==> src/rtl/xain_pkg.sv <==
// ROM region table and shared types for the
// ROM download byte stream transmitter.
package xain_pkg;

  typedef struct packed {
    logic [7:0]  idx;
    logic [23:0] size;
  } tx_region_t;

  localparam int TX_REGION_COUNT = 3;

  localparam tx_region_t TX_REGIONS [TX_REGION_COUNT] = '{
    '{idx: 8'h00, size: 24'd4},
    '{idx: 8'h02, size: 24'd0},
    '{idx: 8'h05, size: 24'd256}
  };

  // Indices past the table read as an empty entry.
  function automatic tx_region_t tx_region(
    input logic [4:0] i
  );
    tx_region = '0;
    for (int k = 0; k < TX_REGION_COUNT; k++)
      if (i == 5'(k)) tx_region = TX_REGIONS[k];
  endfunction

  function automatic logic [7:0] tx_idx(
    input logic [4:0] i
  );
    tx_idx = 8'h00;
    for (int k = 0; k < TX_REGION_COUNT; k++)
      if (i == 5'(k)) tx_idx = TX_REGIONS[k].idx;
  endfunction

endpackage

==> src/rtl/rom_stream_tx_pacer.sv <==
// Byte pacer: one-cycle ioctl_wr pulse, then a
// gap of at least WR_GAP cycles honouring ioctl_wait.
module ioctl_byte_pacer #(
  parameter int WR_GAP = 2
) (
  input  logic       sys_clk,
  input  logic       reset,
  input  logic       launch,
  input  logic [7:0] launch_data,
  input  logic       ioctl_wait,
  output logic       ready,
  output logic       ioctl_wr,
  output logic [7:0] ioctl_data
);

  logic [3:0] gap_cnt;

  // gap_cnt is 0 on the pulse, 1 on the first gap
  // cycle, and saturates so an idle pacer is ready.
  always_ff @(posedge sys_clk or posedge reset) begin
    if (reset) begin
      ioctl_wr   <= 1'b0;
      ioctl_data <= 8'h00;
      gap_cnt    <= 4'hF;
    end else if (launch) begin
      ioctl_wr   <= 1'b1;
      ioctl_data <= launch_data;
      gap_cnt    <= 4'h0;
    end else begin
      ioctl_wr <= 1'b0;
      if (gap_cnt != 4'hF)
        gap_cnt <= gap_cnt + 4'h1;
    end
  end

  // The receiver registers its wait, so the first
  // gap cycle cannot reflect the byte just sent.
  always_comb begin
    ready = ~ioctl_wr
          & (gap_cnt >= 4'(WR_GAP))
          & (~ioctl_wait | (gap_cnt == 4'h1));
  end

endmodule

==> src/rtl/rom_stream_tx.sv <==
// ROM download stream transmitter: board config,
// then per region an index, 24-bit size and data.
module rom_stream_tx
  import xain_pkg::*;
#(
  parameter int WR_GAP      = 2,
  parameter int NUM_REGIONS = TX_REGION_COUNT
) (
  input  logic       sys_clk,
  input  logic       reset,
  input  logic       start,
  input  logic [7:0] board_cfg,
  input  logic       src_valid,
  input  logic [7:0] src_data,
  output logic       src_ready,
  output logic       ioctl_downl,
  output logic       ioctl_wr,
  output logic [7:0] ioctl_data,
  input  logic       ioctl_wait,
  output logic       busy,
  output logic       done
);

  typedef enum logic [3:0] {
    ST_IDLE,
    ST_OPEN,
    ST_CFG,
    ST_IDX,
    ST_S0,
    ST_S1,
    ST_S2,
    ST_DATA,
    ST_CLOSE
  } tx_stage_t;

  tx_stage_t   state, state_nx;
  logic [7:0]  cfg_q, cfg_nx;
  logic [4:0]  rgn_q, rgn_nx;
  logic [23:0] cnt_q, cnt_nx;

  logic        launch;
  logic [7:0]  launch_data;
  logic        pace_ready;

  tx_region_t  cur;
  logic [4:0]  rgn_inc;
  logic [7:0]  nxt_idx;
  logic        last_rgn;

  assign cur      = tx_region(rgn_q);
  assign rgn_inc  = rgn_q + 5'd1;
  assign nxt_idx  = tx_idx(rgn_inc);
  assign last_rgn = rgn_inc >= 5'(NUM_REGIONS);

  ioctl_byte_pacer #(.WR_GAP(WR_GAP)) u_pacer (
    .sys_clk     (sys_clk),
    .reset       (reset),
    .launch      (launch),
    .launch_data (launch_data),
    .ioctl_wait  (ioctl_wait),
    .ready       (pace_ready),
    .ioctl_wr    (ioctl_wr),
    .ioctl_data  (ioctl_data)
  );

  always_ff @(posedge sys_clk or posedge reset) begin
    if (reset) begin
      state <= ST_IDLE;
      cfg_q <= 8'h00;
      rgn_q <= 5'd0;
      cnt_q <= 24'd0;
    end else begin
      state <= state_nx;
      cfg_q <= cfg_nx;
      rgn_q <= rgn_nx;
      cnt_q <= cnt_nx;
    end
  end

  // The state names the byte in flight; the next
  // byte launches on the cycle its gap is met.
  always_comb begin
    state_nx    = state;
    cfg_nx      = cfg_q;
    rgn_nx      = rgn_q;
    cnt_nx      = cnt_q;
    launch      = 1'b0;
    launch_data = 8'h00;
    src_ready   = 1'b0;
    unique case (state)
      ST_IDLE: begin
        if (start) begin
          state_nx = ST_OPEN;
          cfg_nx   = board_cfg;
          rgn_nx   = 5'd0;
        end
      end
      ST_OPEN: begin
        launch      = 1'b1;
        launch_data = cfg_q;
        state_nx    = ST_CFG;
      end
      ST_CFG: begin
        if (pace_ready) begin
          launch      = 1'b1;
          launch_data = cur.idx;
          state_nx    = ST_IDX;
        end
      end
      ST_IDX: begin
        if (pace_ready) begin
          launch      = 1'b1;
          launch_data = cur.size[23:16];
          state_nx    = ST_S0;
        end
      end
      ST_S0: begin
        if (pace_ready) begin
          launch      = 1'b1;
          launch_data = cur.size[15:8];
          state_nx    = ST_S1;
        end
      end
      ST_S1: begin
        if (pace_ready) begin
          launch      = 1'b1;
          launch_data = cur.size[7:0];
          state_nx    = ST_S2;
        end
      end
      ST_S2: begin
        if (pace_ready && cur.size == 24'd0) begin
          rgn_nx = rgn_inc;
          if (last_rgn) begin
            state_nx = ST_CLOSE;
          end else begin
            launch      = 1'b1;
            launch_data = nxt_idx;
            state_nx    = ST_IDX;
          end
        end else if (pace_ready) begin
          state_nx = ST_DATA;
          cnt_nx   = cur.size;
          if (src_valid) begin
            src_ready   = 1'b1;
            launch      = 1'b1;
            launch_data = src_data;
            cnt_nx      = cur.size - 24'd1;
          end
        end
      end
      ST_DATA: begin
        if (pace_ready && cnt_q == 24'd0) begin
          rgn_nx = rgn_inc;
          if (last_rgn) begin
            state_nx = ST_CLOSE;
          end else begin
            launch      = 1'b1;
            launch_data = nxt_idx;
            state_nx    = ST_IDX;
          end
        end else if (pace_ready && src_valid) begin
          src_ready   = 1'b1;
          launch      = 1'b1;
          launch_data = src_data;
          cnt_nx      = cnt_q - 24'd1;
        end
      end
      ST_CLOSE: state_nx = ST_IDLE;
      default:  state_nx = ST_IDLE;
    endcase
  end

  always_comb begin
    ioctl_downl = 1'b0;
    busy        = 1'b1;
    done        = 1'b0;
    unique case (1'b1)
      state == ST_IDLE:  busy = 1'b0;
      state == ST_CLOSE: done = 1'b1;
      default:           ioctl_downl = 1'b1;
    endcase
  end

endmodule

==> config.mk <==
export PLATFORM = sky130hd
export DESIGN_NAME = rom_stream_tx
export DESIGN_NICKNAME = d
export VERILOG_FILES = /design/src/rtl/xain_pkg.sv /design/src/rtl/rom_stream_tx_pacer.sv /design/src/rtl/rom_stream_tx.sv
export SDC_FILE = /design/constraint.sdc
export NUM_CORES = 1
export LEC_CHECK = 0
export ABC_CLOCK_PERIOD_IN_PS = 3300
export BUFFER_PORTS_ARGS = -buffer_cell sky130_fd_sc_hd__buf_2
export CORE_ASPECT_RATIO = 1.5
export CORE_MARGIN = 2
export CORE_UTILIZATION = 30
export CTS_CLUSTER_DIAMETER = 80
export CTS_CLUSTER_SIZE = 10
export DETAILED_ROUTE_END_ITERATION = 12
export GPL_TIMING_DRIVEN = 0
export SETUP_SLACK_MARGIN = 0.3
export SYNTH_ARGS = -nofsm -noshare
export SYNTH_HDL_FRONTEND = slang
export SYNTH_SLANG_ARGS = --single-unit
==> constraint.sdc <==
create_clock -name sys_clk -period 3.3 [get_ports sys_clk]
set_clock_uncertainty 0.2 [all_clocks]
set_input_delay 0.495 -clock sys_clk [delete_from_list [all_inputs] [get_ports sys_clk]]
set_output_delay 0.495 -clock sys_clk [all_outputs]
set_load 0.05 [all_outputs]
==> flow_summary_export.csv <==
group,metric,value,unit
die,die_h,133,microns
die,core_region_area,0.0109,sq mm
power_and_ir_drop,swShare,48.2,%
sta,timing.final.ws_setup,219,ps
power_and_ir_drop,clock_power_share,14.7,%
route,viasPerCell,5.41,
worst_setup_path,crit_required,2600,ps
sta,rsz0062_at_grt,"true",
layout,antenna_cells,0,
yosys,ys_ff_latch,54,
layout,final_nets,463,
route,drt_iter0_drc,195,
die,die_area,0.0120,sq mm
worst_setup_path,endpoint,"src_ready",
run_status,status,"completed",
die,ioPinCount,34,
route,drtPass1Iterations,4,
worst_setup_path,r2r_end,"cnt_q[21]",
global_route,grt_first_pass_wirelength,15600,microns
yosys,netlist_instances,382,
placement,place_area,0.00373,sq mm
route,wl_met3,448,microns
sta,hold_viol,0,
route,postRouteAntennaNets,0,
yosys,syn-cell-area,0.00334,sq mm
worst_setup_path,ff2ff_path_depth,8,
global_route,antenna_found_initial,0,
hold_path,hp-class,"in -> reg",
power_and_ir_drop,ir_worst_vdd,0.381,mV
global_route,grt_pass1_vias,3122,
power_and_ir_drop,p_int,2.12,mW
power_and_ir_drop,seq_power_share,28.9,%
worst_setup_path,crit_type,"reg -> out",
route,top_layer,"met4",
sta,max_freq,325,MHz
clock_tree,clk_pin_slew,70,ps
sta,report.final.setup_viol,0,
clock_tree,cts_buffers,5,
die,die_w,90.2,microns
placement,io_buffer_count,33,
sta,slew_violations,0,
sta,layout_min_cycle_time,3080,ps
yosys,syn_nets,414,
global_route,grt_max_degree,40,
power_and_ir_drop,power_switching,1.98,mW
layout,final_cell_area,0.00405,sq mm
placement,dpl.hpwl,6620,microns
route,drc_errors,0,
yosys,synth_flop_cell,"dfrtp_1",
global_route,grt-ovfl-total,0,
worst_setup_path,r2r_slack,470,ps
yosys,ys_types,58,
route,vias,3134,
worst_setup_path,worstSetupStartpointType,"register",
global_route,grt.total_usage,15.7,%
worst_setup_path,reg2reg_from,"u_pacer.gap_cnt[0]",
power_and_ir_drop,p_per_area,1010,mW/mm^2
layout,area_growth,21.2,%
worst_setup_path,crit_path_max_fanout,5,
job,drv_cap,0,
placement,place.gp.congestion,0.907,
route,routed_wirelength,9180,microns
yosys,yosysSeqAreaShare,40.6,%
route,wl_met2,4810,microns
worst_setup_path,cp-startpoint,"u_pacer.gap_cnt[0]",
sta,maxSlewHeadroom,56.6,%
sta,fin_crit_sh,93.4,%
clock_tree,cts_tree,"done",
clock_tree,cts_sinks,54,
route,wire_per_inst,15.8,microns
yosys,yosys_warnings,0,
die,row_count,47,
clock_tree,root_buffer,"clkbuf_16",
sta,worst_pin_slew,647,ps
yosys,syn_area_per_cell,8.76,sq um
power_and_ir_drop,comb_power_share,56.4,%
die,initial_core_util,30.6,%
yosys,synth-edff-count,0,
route,wl_met1,3740,microns
worst_setup_path,cp-end-kind,"primary output",
clock_tree,h-tree-depth,2,
power_and_ir_drop,p_leak,1.71,nW
placement,preCtsSetupSlack,-13.8,ps
clock_tree,cts.path.max_buffers,2,
yosys,synth-async-reset-ratio,100,%
worst_setup_path,arrival,2390,ps
clock_tree,clkLatencyLatePin,290,ps
layout,drive_gt1_share,20.8,%
==> power groups by stage <==
stage | combinational, mW | clock [mW] | sequential (mW)
2_1_floorplan | 1.51 | 0 | 1.26
3_3_place_gp | 2.10 | 0 | 1.17
3_5_place_dp | 2.16 | 0 | 1.18
4_1_cts | 2.24 | 0.624 | 1.17
5_1_grt | 2.56 | 0.648 | 1.22
6_report | 2.31 | 0.603 | 1.18
==> per-layer routing <==
layer / GRT usage, % / vias up
li1: - / 1516
met1: 18.5 / 1520
met2: 27.9 / 83
met3: 3.05 / 15
met4: 6.24 / 0
met5: 0 / -
==> worst min-delay path by stage <==
stage / from / slack (ps) / cells after the start / end
after floorplan: cnt_q[17] / 250 / 1 / cnt_q[17]
after global placement: cnt_q[23] / 270 / 1 / cnt_q[23]
after detailed placement: reset / 290 / 2 / cnt_q[4]
after CTS: src_data[1] / 210 / 3 / u_pacer.ioctl_data[1]
after global routing: board_cfg[0] / 230 / 2 / cfg_q[0]
final: src_data[1] / 220 / 3 / u_pacer.ioctl_data[1]
==> Yosys cell counts (2+ instances only) <==
| cell | count | share of area [%] |
|---|---|---|
| a211oi_2 | 4 | 1.5 |
| a21o_1 | 2 | 0.45 |
| a21oi_1 | 23 | 3.4 |
| a22o_1 | 9 | 2.4 |
| a22oi_1 | 6 | 1.3 |
| a31oi_1 | 19 | 3.6 |
| and2_1 | 3 | 0.56 |
| and3_1 | 6 | 1.1 |
| buf_2 | 2 | 0.30 |
| buf_6 | 2 | 0.67 |
| clkbuf_1 | 15 | 1.7 |
| dfrtp_1 | 50 | 37 |
| dfstp_2 | 4 | 3.1 |
| ha_1 | 11 | 4.1 |
| inv_1 | 18 | 2.0 |
| mux2_2 | 8 | 2.7 |
| nand2_1 | 32 | 3.6 |
| nand2b_1 | 4 | 0.75 |
| nand3_1 | 18 | 2.7 |
| nand3b_1 | 2 | 0.45 |
| nand4_1 | 3 | 0.56 |
| nor2_1 | 29 | 3.3 |
| nor2b_1 | 5 | 0.94 |
| nor3_1 | 16 | 2.4 |
| nor3b_1 | 2 | 0.45 |
| nor4_1 | 6 | 1.1 |
| o2111ai_1 | 2 | 0.52 |
| o21a_1 | 3 | 0.67 |
| o21ai_0 | 31 | 4.6 |
| o21ai_1 | 7 | 1.0 |
| o22ai_1 | 2 | 0.37 |
| o31ai_1 | 2 | 0.45 |
| o41ai_1 | 4 | 1.0 |
| or3_1 | 3 | 0.56 |
| or4_1 | 4 | 0.90 |
| xnor2_1 | 3 | 0.79 |
==> placed cells by master, fill, tap and decap left out, types with 3 or more instances in the layout <==
cell,instances
a21oi_1,23
a22o_1,9
a22oi_1,6
a31oi_1,19
and2_1,3
and3_1,6
buf_2,34
buf_4,7
clkbuf_1,13
clkbuf_16,5
dfrtp_1,50
dfstp_2,4
ha_1,10
inv_1,17
mux2_2,8
nand2_1,32
nand2b_1,4
nand3_1,17
nand4_1,3
nor2_1,28
nor2b_1,5
nor3_1,15
nor4_1,4
o21a_1,3
o21ai_0,29
o21ai_1,8
o41ai_1,4
or3_1,3
or4_1,4
xnor2_1,3
==> cells by family (layout without fill, tap and decap cells) <==
family	Yosys count	in the layout	share of synthesized area (%)
AND/OR/NAND/NOR	144	144	22.5
AO/OA/AOI/OAI	123	123	24.3
flip-flops	54	54	40.6
buffers and inverters	38	88	4.79
adder cells (fa/ha/maj)	11	11	4.12
multiplexers	9	9	2.99
XOR/XNOR	3	3	0.786
==> timing repair <==
item | CTS | global route
hold endpoints to repair | 15 | 0
gates resized for setup | 12 | 11
pin swaps | 2 | 3
hold buffers | 1 | 0
endpoints found under the setup margin | 38 | 32
setup buffers | 2 | 4
==> critical path, stage by stage (launching register included) <==
cell       delay (ps)
dfstp_2           600
ha_4              130
or3b_4            420
a2111oi_4         390
o221a_1           260
buf_6             130
buf_8             140
==> area by class of cell <==
cell class / instances / area, sq um
Clock buffer: 5 / 125
Multi-Input combinational cell: 290 / 1920
Clock inverter: 3 / 43.8
Sequential cell: 54 / 1360
Fill cell: 1138 / 6890
Buffer: 20 / 95.1
Inverter: 18 / 67.6
Tap cell: 147 / 184
Timing Repair Buffer: 42 / 258
==> per-stage QoR <==
step,power [mW],util (%),std cells,hold WS (ps),TNS [ps]
after detailed placement,3.33,34.1,564,286,-13.8
after floorplan,2.77,-,382,252,0
after global placement,3.27,33.8,562,272,-10.5
after CTS,4.03,36.4,575,214,0
final,4.10,37.1,579,222,0
after global routing,4.43,37.1,579,226,0
==> state kept, by name, indices dropped and copies added, names as in the netlist <==
signal / count
u_pacer.ioctl_data: 8
cfg_q: 8
rgn_q: 5
state: 4
u_pacer.gap_cnt: 4
u_pacer.ioctl_wr: 1
cnt_q: 24
Power figures use the tool's default switching activity.
